## src/rtl/hazard_if.sv

```systemverilog
// hazard_if: D-stage decoder timing codes in (rs/rt/a3, tuse/tnew, regwe), stall and forwarding selects out
interface hazard_if;
    logic [4:0] rs_D;
    logic [4:0] rt_D;
    logic [3:0] tuse_rs_D;
    logic [3:0] tuse_rt_D;
    logic [4:0] a3_D;
    logic [3:0] tnew_D;
    logic       regwe_D;
    logic       stall;
    logic [1:0] fwd_rs_D;
    logic [1:0] fwd_rt_D;
    logic [1:0] fwd_rs_E;
    logic [1:0] fwd_rt_E;
    logic [1:0] fwd_rt_M;
    modport master (
        output rs_D, rt_D, tuse_rs_D, tuse_rt_D, a3_D, tnew_D, regwe_D,
        input  stall, fwd_rs_D, fwd_rt_D, fwd_rs_E, fwd_rt_E, fwd_rt_M
    );
    modport slave (
        input  rs_D, rt_D, tuse_rs_D, tuse_rt_D, a3_D, tnew_D, regwe_D,
        output stall, fwd_rs_D, fwd_rt_D, fwd_rs_E, fwd_rt_E, fwd_rt_M
    );
endinterface

```

## src/rtl/hazard_unit.sv

```systemverilog
// hazard_unit: D-stage stall and D/E/M forwarding selects from E/M/W shadow records (clk, reset, hazard_if.slave h)
module hazard_unit (
    input  logic    clk,
    input  logic    reset,
    hazard_if.slave h
);
    localparam logic [3:0] NONE_T = 4'hF;
    typedef struct packed {
        logic       v;
        logic [4:0] a3;
        logic [3:0] t;
    } rec_t;
    rec_t       e_q, e_d, m_q, m_d, w_q, w_d;
    logic [4:0] e_rs_q, e_rs_d, e_rt_q, e_rt_d, m_rt_q, m_rt_d;
    function automatic logic known(input logic [3:0] c);
        return c != NONE_T && c <= 4'd3;
    endfunction
    function automatic logic hit(input rec_t x, input logic [4:0] r);
        return x.v && x.a3 == r;
    endfunction
    function automatic logic [1:0] pick(input rec_t x, input logic [1:0] k);
        return x.t <= {2'b00, k} ? k : 2'b00;
    endfunction
    function automatic logic hz(input logic [4:0] r, input logic [3:0] tu, input rec_t e, input rec_t m);
        return known(tu) && r != 5'd0 &&
               ((hit(e, r) && e.t > tu + 4'd1) || (hit(m, r) && m.t > tu + 4'd2));
    endfunction
    // nearest matching record decides; a not-yet-ready one blocks older stale copies
    function automatic logic [1:0] src(input logic [4:0] r, input rec_t a, input rec_t b, input rec_t c);
        return hit(a, r) ? pick(a, 2'd1) : hit(b, r) ? pick(b, 2'd2) : hit(c, r) ? pick(c, 2'd3) : 2'b00;
    endfunction
    always_comb begin
        h.stall    = hz(h.rs_D, h.tuse_rs_D, e_q, m_q) || hz(h.rt_D, h.tuse_rt_D, e_q, m_q);
        h.fwd_rs_D = src(h.rs_D, e_q, m_q, w_q);
        h.fwd_rt_D = src(h.rt_D, e_q, m_q, w_q);
        h.fwd_rs_E = src(e_rs_q, '0, m_q, w_q);
        h.fwd_rt_E = src(e_rt_q, '0, m_q, w_q);
        h.fwd_rt_M = src(m_rt_q, '0, '0, w_q);
        e_d        = h.stall ? '0 : rec_t'{h.regwe_D && h.a3_D != 5'd0 && known(h.tnew_D), h.a3_D, h.tnew_D};
        e_rs_d     = h.stall ? 5'd0 : h.rs_D;
        e_rt_d     = h.stall ? 5'd0 : h.rt_D;
        m_d        = e_q;
        m_rt_d     = e_rt_q;
        w_d        = m_q;
    end
    always_ff @(posedge clk) begin
        if (reset) begin
            e_q    <= '0;
            m_q    <= '0;
            w_q    <= '0;
            e_rs_q <= '0;
            e_rt_q <= '0;
            m_rt_q <= '0;
        end else begin
            e_q    <= e_d;
            m_q    <= m_d;
            w_q    <= w_d;
            e_rs_q <= e_rs_d;
            e_rt_q <= e_rt_d;
            m_rt_q <= m_rt_d;
        end
    end
endmodule
```

## src/flat_wrapper.sv

```systemverilog
// flat-port wrapper written by rule: the top's interface ports become plain ports
module hazard_unit_flat 
  (clk, reset, h_rs_D, h_rt_D, h_tuse_rs_D, h_tuse_rt_D, h_a3_D, h_tnew_D, h_regwe_D, h_stall, h_fwd_rs_D, h_fwd_rt_D, h_fwd_rs_E, h_fwd_rt_E, h_fwd_rt_M);
  hazard_if h_i ();
  input  logic clk;
  input  logic reset;
  input wire logic [$bits(h_i.rs_D)-1:0] h_rs_D;
  input wire logic [$bits(h_i.rt_D)-1:0] h_rt_D;
  input wire logic [$bits(h_i.tuse_rs_D)-1:0] h_tuse_rs_D;
  input wire logic [$bits(h_i.tuse_rt_D)-1:0] h_tuse_rt_D;
  input wire logic [$bits(h_i.a3_D)-1:0] h_a3_D;
  input wire logic [$bits(h_i.tnew_D)-1:0] h_tnew_D;
  input wire logic [$bits(h_i.regwe_D)-1:0] h_regwe_D;
  output wire logic [$bits(h_i.stall)-1:0] h_stall;
  output wire logic [$bits(h_i.fwd_rs_D)-1:0] h_fwd_rs_D;
  output wire logic [$bits(h_i.fwd_rt_D)-1:0] h_fwd_rt_D;
  output wire logic [$bits(h_i.fwd_rs_E)-1:0] h_fwd_rs_E;
  output wire logic [$bits(h_i.fwd_rt_E)-1:0] h_fwd_rt_E;
  output wire logic [$bits(h_i.fwd_rt_M)-1:0] h_fwd_rt_M;
  assign h_i.rs_D = h_rs_D;
  assign h_i.rt_D = h_rt_D;
  assign h_i.tuse_rs_D = h_tuse_rs_D;
  assign h_i.tuse_rt_D = h_tuse_rt_D;
  assign h_i.a3_D = h_a3_D;
  assign h_i.tnew_D = h_tnew_D;
  assign h_i.regwe_D = h_regwe_D;
  assign h_stall = h_i.stall;
  assign h_fwd_rs_D = h_i.fwd_rs_D;
  assign h_fwd_rt_D = h_i.fwd_rt_D;
  assign h_fwd_rs_E = h_i.fwd_rs_E;
  assign h_fwd_rt_E = h_i.fwd_rt_E;
  assign h_fwd_rt_M = h_i.fwd_rt_M;
  hazard_unit u_core (.clk(clk), .reset(reset), .h(h_i));
endmodule
```

## config.mk

```make
export PLATFORM = sky130hd
export DESIGN_NAME = hazard_unit_flat
export DESIGN_NICKNAME = d
export VERILOG_FILES = /design/src/rtl/hazard_if.sv /design/src/rtl/hazard_unit.sv /design/src/flat_wrapper.sv
export SDC_FILE = /design/constraint.sdc
export NUM_CORES = 1
export LEC_CHECK = 0
export ABC_AREA = 0
export CORE_MARGIN = 2
export CORE_UTILIZATION = 50
export CTS_BUF_LIST = sky130_fd_sc_hd__clkbuf_4
export CTS_CLUSTER_SIZE = 12
export DETAILED_ROUTE_END_ITERATION = 10
export GPL_TIMING_DRIVEN = 0
export PLACE_DENSITY = 0.78
export SLEW_MARGIN = 25
export SYNTH_ARGS = -nofsm -noshare
export SYNTH_HDL_FRONTEND = slang
export SYNTH_SLANG_ARGS = --single-unit
```

## constraint.sdc

```tcl
create_clock -name clk -period 3.2 [get_ports clk]
set_clock_uncertainty 0.1 [all_clocks]
set_input_delay 0.8 -clock clk [delete_from_list [all_inputs] [get_ports clk]]
set_output_delay 0.8 -clock clk [all_outputs]
set_load 0.02 [all_outputs]
```

==> impl_summary.txt, run 1 <==
----------------------------------------------------
[Global route]
  Total routing usage reported by global routing ... 0.219
  Wire length of the first global-routing pass ... around 10000 µm
  Fraction of met1 tracks used by global routing ... 0.268
  Maximum number of pins on one net before global-route repair ... 13
  Busiest layer in global routing ... met2
  Antenna violations before repair ... 0
  Global route overflow ... 0
  Met2 Track Usage GR ... 0.388
  Via count of the first global-routing pass ... between 2k and 2.5k
  Met3 Resource Use GR ... 0.0320

[Status]
  Violated checks ... setup timing
  Outcome ... finished, violations left

[Synthesis]
  Most frequent cell after synthesis ... dfxtp_1
  Distinct cell type count after synthesis ... 37
  Cell types occupying the most area after synthesis ... dfxtp_1 (33%), xnor2_1 (11%), ha_1 (9.6%)
  Count of mapped cells out of synthesis ... between 200 and 300
  Post-synthesis net count ... around 310
  Top post-synthesis cells by count ... dfxtp_1 (43), xnor2_1 (33), xor2_1 (28)
  Number of flops mapped to enable cells by yosys ... 0
  Total of flip-flops plus latches after synthesis ... 43
  Cell Area, Synth ... 2600 µm²
  Mean instance size in the synthesized netlist ... 9.98 µm²
  Share of the yosys chip area belonging to registers ... 0.330
  Syn. warnings ... 0
  Proportion of netlist area held by the largest area contributor ... 0.330
  Flip-flop cell with the highest count after synthesis ... dfxtp_1
  Leading area contributor after synthesis ... dfxtp_1
  Async set-reset flop share out of synthesis ... 0

[Power]
  Clock network power share ... 0.245
  Pwr/cell area ... approximately 320 nW/µm²
  Worst supply voltage drop on vdd ... between 200 and 300 µV
  P_leak ... between 0.001 and 0.0015 µW
  Reg power frac ... 0.536
  Share of power burned in combinational logic ... 0.220
  Switching power ... a little under 300 µW
  Switching fraction of total power ... 0.273
  Overall power after layout ... about 1100 µW
  Internal Pwr Total ... about 800 µW

[Worst setup path]
  Critical path type ... in2out
  Slowest stage cell, crit path ... ha_1
  Critical Path, Cell by Cell ... buf_8, ha_4, nand2_2, xor2_1, ha_1, and4_1, a21oi_2, a32oi_2, o22ai_2, buf_6, buf_6
  Most frequent cell on the critical path ... buf_6
  Slowest Stage Delay on Critical Path ... 0.29 ns
  Worst-path maximum fanout ... 3
  Critical path arrival ... around 2.4 ns
  Register-to-register setup slack ... 0.95 ns
  Critical Path Source Type ... input port
  Kind of end point of the critical path ... primary output
  Required time of the critical path ... about 2.3 ns

[Cells and area]
  Ratio of cells with drive above 1 in the final layout ... 0.311
  Final Instance Area ... around 3400 µm²
  Net total in the final layout ... approximately 360
  Antenna diode instance count ... 0
  Area Overhead vs Synth ... 29.5%
  End-of-flow core utilization ... 0.665
  Count of filler cells inserted in the layout ... about 410

[Clocking]
  Maximum count of clock buffers along a single path ... 2
  CTS tree ... done
  Clock transition at the register clock pins on the worst setup and hold paths after CTS ... about 0.12 ns
  CTS Hold Buffers Added ... 0
  Root buf cell ... clkbuf_4
  Clock network latency to the later pin of the worst-skew pair ... 0.35 ns
  CTS HTree Levels ... 2
  CTS sink cnt ... 43
  Cts bufs inserted ... 5

[Drt]
  Final wirelength ... roughly 6000 µm
  Routed via count divided by cell count ... 5.21
  Detailed-route DRC error count ... 0
  Average routed wire per standard cell ... ~15 µm
  Count of routing violations after the opening detailed-route iteration ... 81
  Number of optimization iterations in the first detailed-route pass ... 4
  Count of nets left with antenna violations after detail routing ... 0
  Vias after detailed routing ... 2007

[Die]
  Ports ... 41
  Core outline area ... 5070 µm²
  Starting Density ... 0.513
  Die Height ... between 70 and 80 µm
  Number of cell rows ... 26
  Area of the die ... 5800 µm²
  Die Span X ... about 76 µm

[Placement]
  Post-placement setup slack ... -1.30 ns
  Placed wire-length estimate after detailed placement ... between 4000 and 5000 µm
  Standard cell area after detailed placement ... 3090 µm²
  Port-buffer cells ... 40
  Gp weighted congestion ... slightly below 0.9

[Timing]
  Setup-violating endpoint count in the final report ... 1
  Pins over their slew limit ... 0
  Actual transition at the worst max-transition pin ... approximately 0.79 ns
  Final number of hold-violating endpoints ... 0
  Final period util ... 1.03
  Achievable clock frequency ... about 300 MHz
  Final period demand of the worst path ... between 3 and 4 ns
  Worst relative slew slack ... 0.470
  Unrepaired setup endpoints after global routing ... yes
  Min setup slack post-route ... -0.105 ns

[Min path]
  HP Class ... reg2reg

[Flow run]
  Reported max-cap violation count ... 0

----------------------------------------------------
## metrics by stage
step / hold WS, ns / setup TNS [ns] / instances
finish: 0.419 / -0.105 / 385
global route: 0.414 / -0.178 / 385
CTS: 0.408 / -0.102 / 384
detailed placement: 0.394 / -6.07 / 371
global placement: 0.391 / -5.20 / 371
floorplan: 0.343 / 0 / 261
## metal layers
layer,part of all wire,vias up,wire length (µm)
li1,-,993,-
met1,0.43,952,2550
met2,0.50,48,2930
met3,0.044,14,256
met4,0.025,0,146
met5,0,-,0
## power groups by stage
stage                     clock network (µW)  registers [µW]  logic (µW)
after floorplan                            0             583         138
after global placement                     0             588         209
after detailed placement                   0             589         217
after CTS                                270             579         236
after global routing                     295             583         265
final                                    265             580         238
## cell type report
class                           instances  area (µm²)  area share
Tap cell                               70        87.6      0.0260
Multi-Input combinational cell        191        1780       0.527
Timing Repair Buffer                   49         473       0.140
Clock buffer                            7        52.6      0.0156
Sequential cell                        43         863       0.256
Inverter                               10        37.5      0.0111
Buffer                                 14        77.6      0.0230
Clock inverter                          1        5.00     0.00148
## sequential cells by signal, summed over array words and instances, names as in the netlist
name / flops
u_core.m_q: 10
u_core.m_rt_q: 5
u_core.w_q: 8
u_core.e_rs_q: 5
u_core.e_rt_q: 5
u_core.e_q: 10
## layout by cell type (no fill, tap or decap), drive strengths merged
master         synthesis  layout
mux2i                  2       2
ha                    20      20
nor4                   4       4
or3                    1       1
dlymetal6s2s           0       3
nand2                  6       6
buf                   10      29
clkbuf                 7      16
nand4                 11      11
a21oi                 10      10
and3                   2       2
o21ai                  5       5
dfxtp                 43      43
o22ai                  1       1
dlygate4sd2            0       2
clkdlybuf4s50          0      13
nor2                   4       4
nor2b                 24      24
xor2                  28      28
a21o                   2       2
nor3b                 20      20
inv                   10      10
or4                    5       5
o211ai                 2       2
xnor2                 33      33
clkinv                 0       1
a32oi                  2       2
a211oi                 1       1
clkdlybuf4s15          0       7
nor3                   5       5
and4                   2       2
nor4b                  1       1
## critical path, delay by kind of cell
kind | cells | cell delay [ns]
adder cells (fa/ha/maj) | 2 | 0.44
AO/OA/AOI/OAI | 3 | 0.41
buffers and inverters | 3 | 0.36
AND/OR/NAND/NOR | 2 | 0.24
XOR/XNOR | 1 | 0.16
## path summary, 6_finish.rpt
path                                                 end  depth (start not counted)                startpoint
worst max-delay path                             h_stall                         11            h_tuse_rt_D[1]
worst min-delay path            u_core.m_q[9]$_SDFF_PP0_                          1  u_core.e_q[9]$_SDFF_PP0_
worst max register to register  u_core.e_q[6]$_SDFF_PP0_                         10  u_core.e_q[1]$_SDFF_PP0_
worst min register to register  u_core.m_q[9]$_SDFF_PP0_                          1  u_core.e_q[9]$_SDFF_PP0_
## cells by family after synthesis
| logic type | count (synthesis) | synth area share |
|---|---|---|
| buffers and inverters | 27 | 0.0485 |
| flip-flops | 43 | 0.330 |
| adder cells (fa/ha/maj) | 20 | 0.0961 |
| XOR/XNOR | 61 | 0.205 |
| AND/OR/NAND/NOR | 85 | 0.253 |
| multiplexers | 2 | 0.00769 |
| AO/OA/AOI/OAI | 23 | 0.0591 |
## timing repair
item | 4_1_cts | 5_1_grt
pin swaps | 17 | 9
setup buffers | 7 | 2
gates resized for setup | 117 | 16
setup endpoints to repair | 11 | 10
(Power assumes the default switching activity.)
==> run 2: changes to the inputs <==
- HOLD_SLACK_MARGIN: unset -> 0.1
==> results of run 2 <==
Final layout, timing and power as in run 1 (identical DEF).
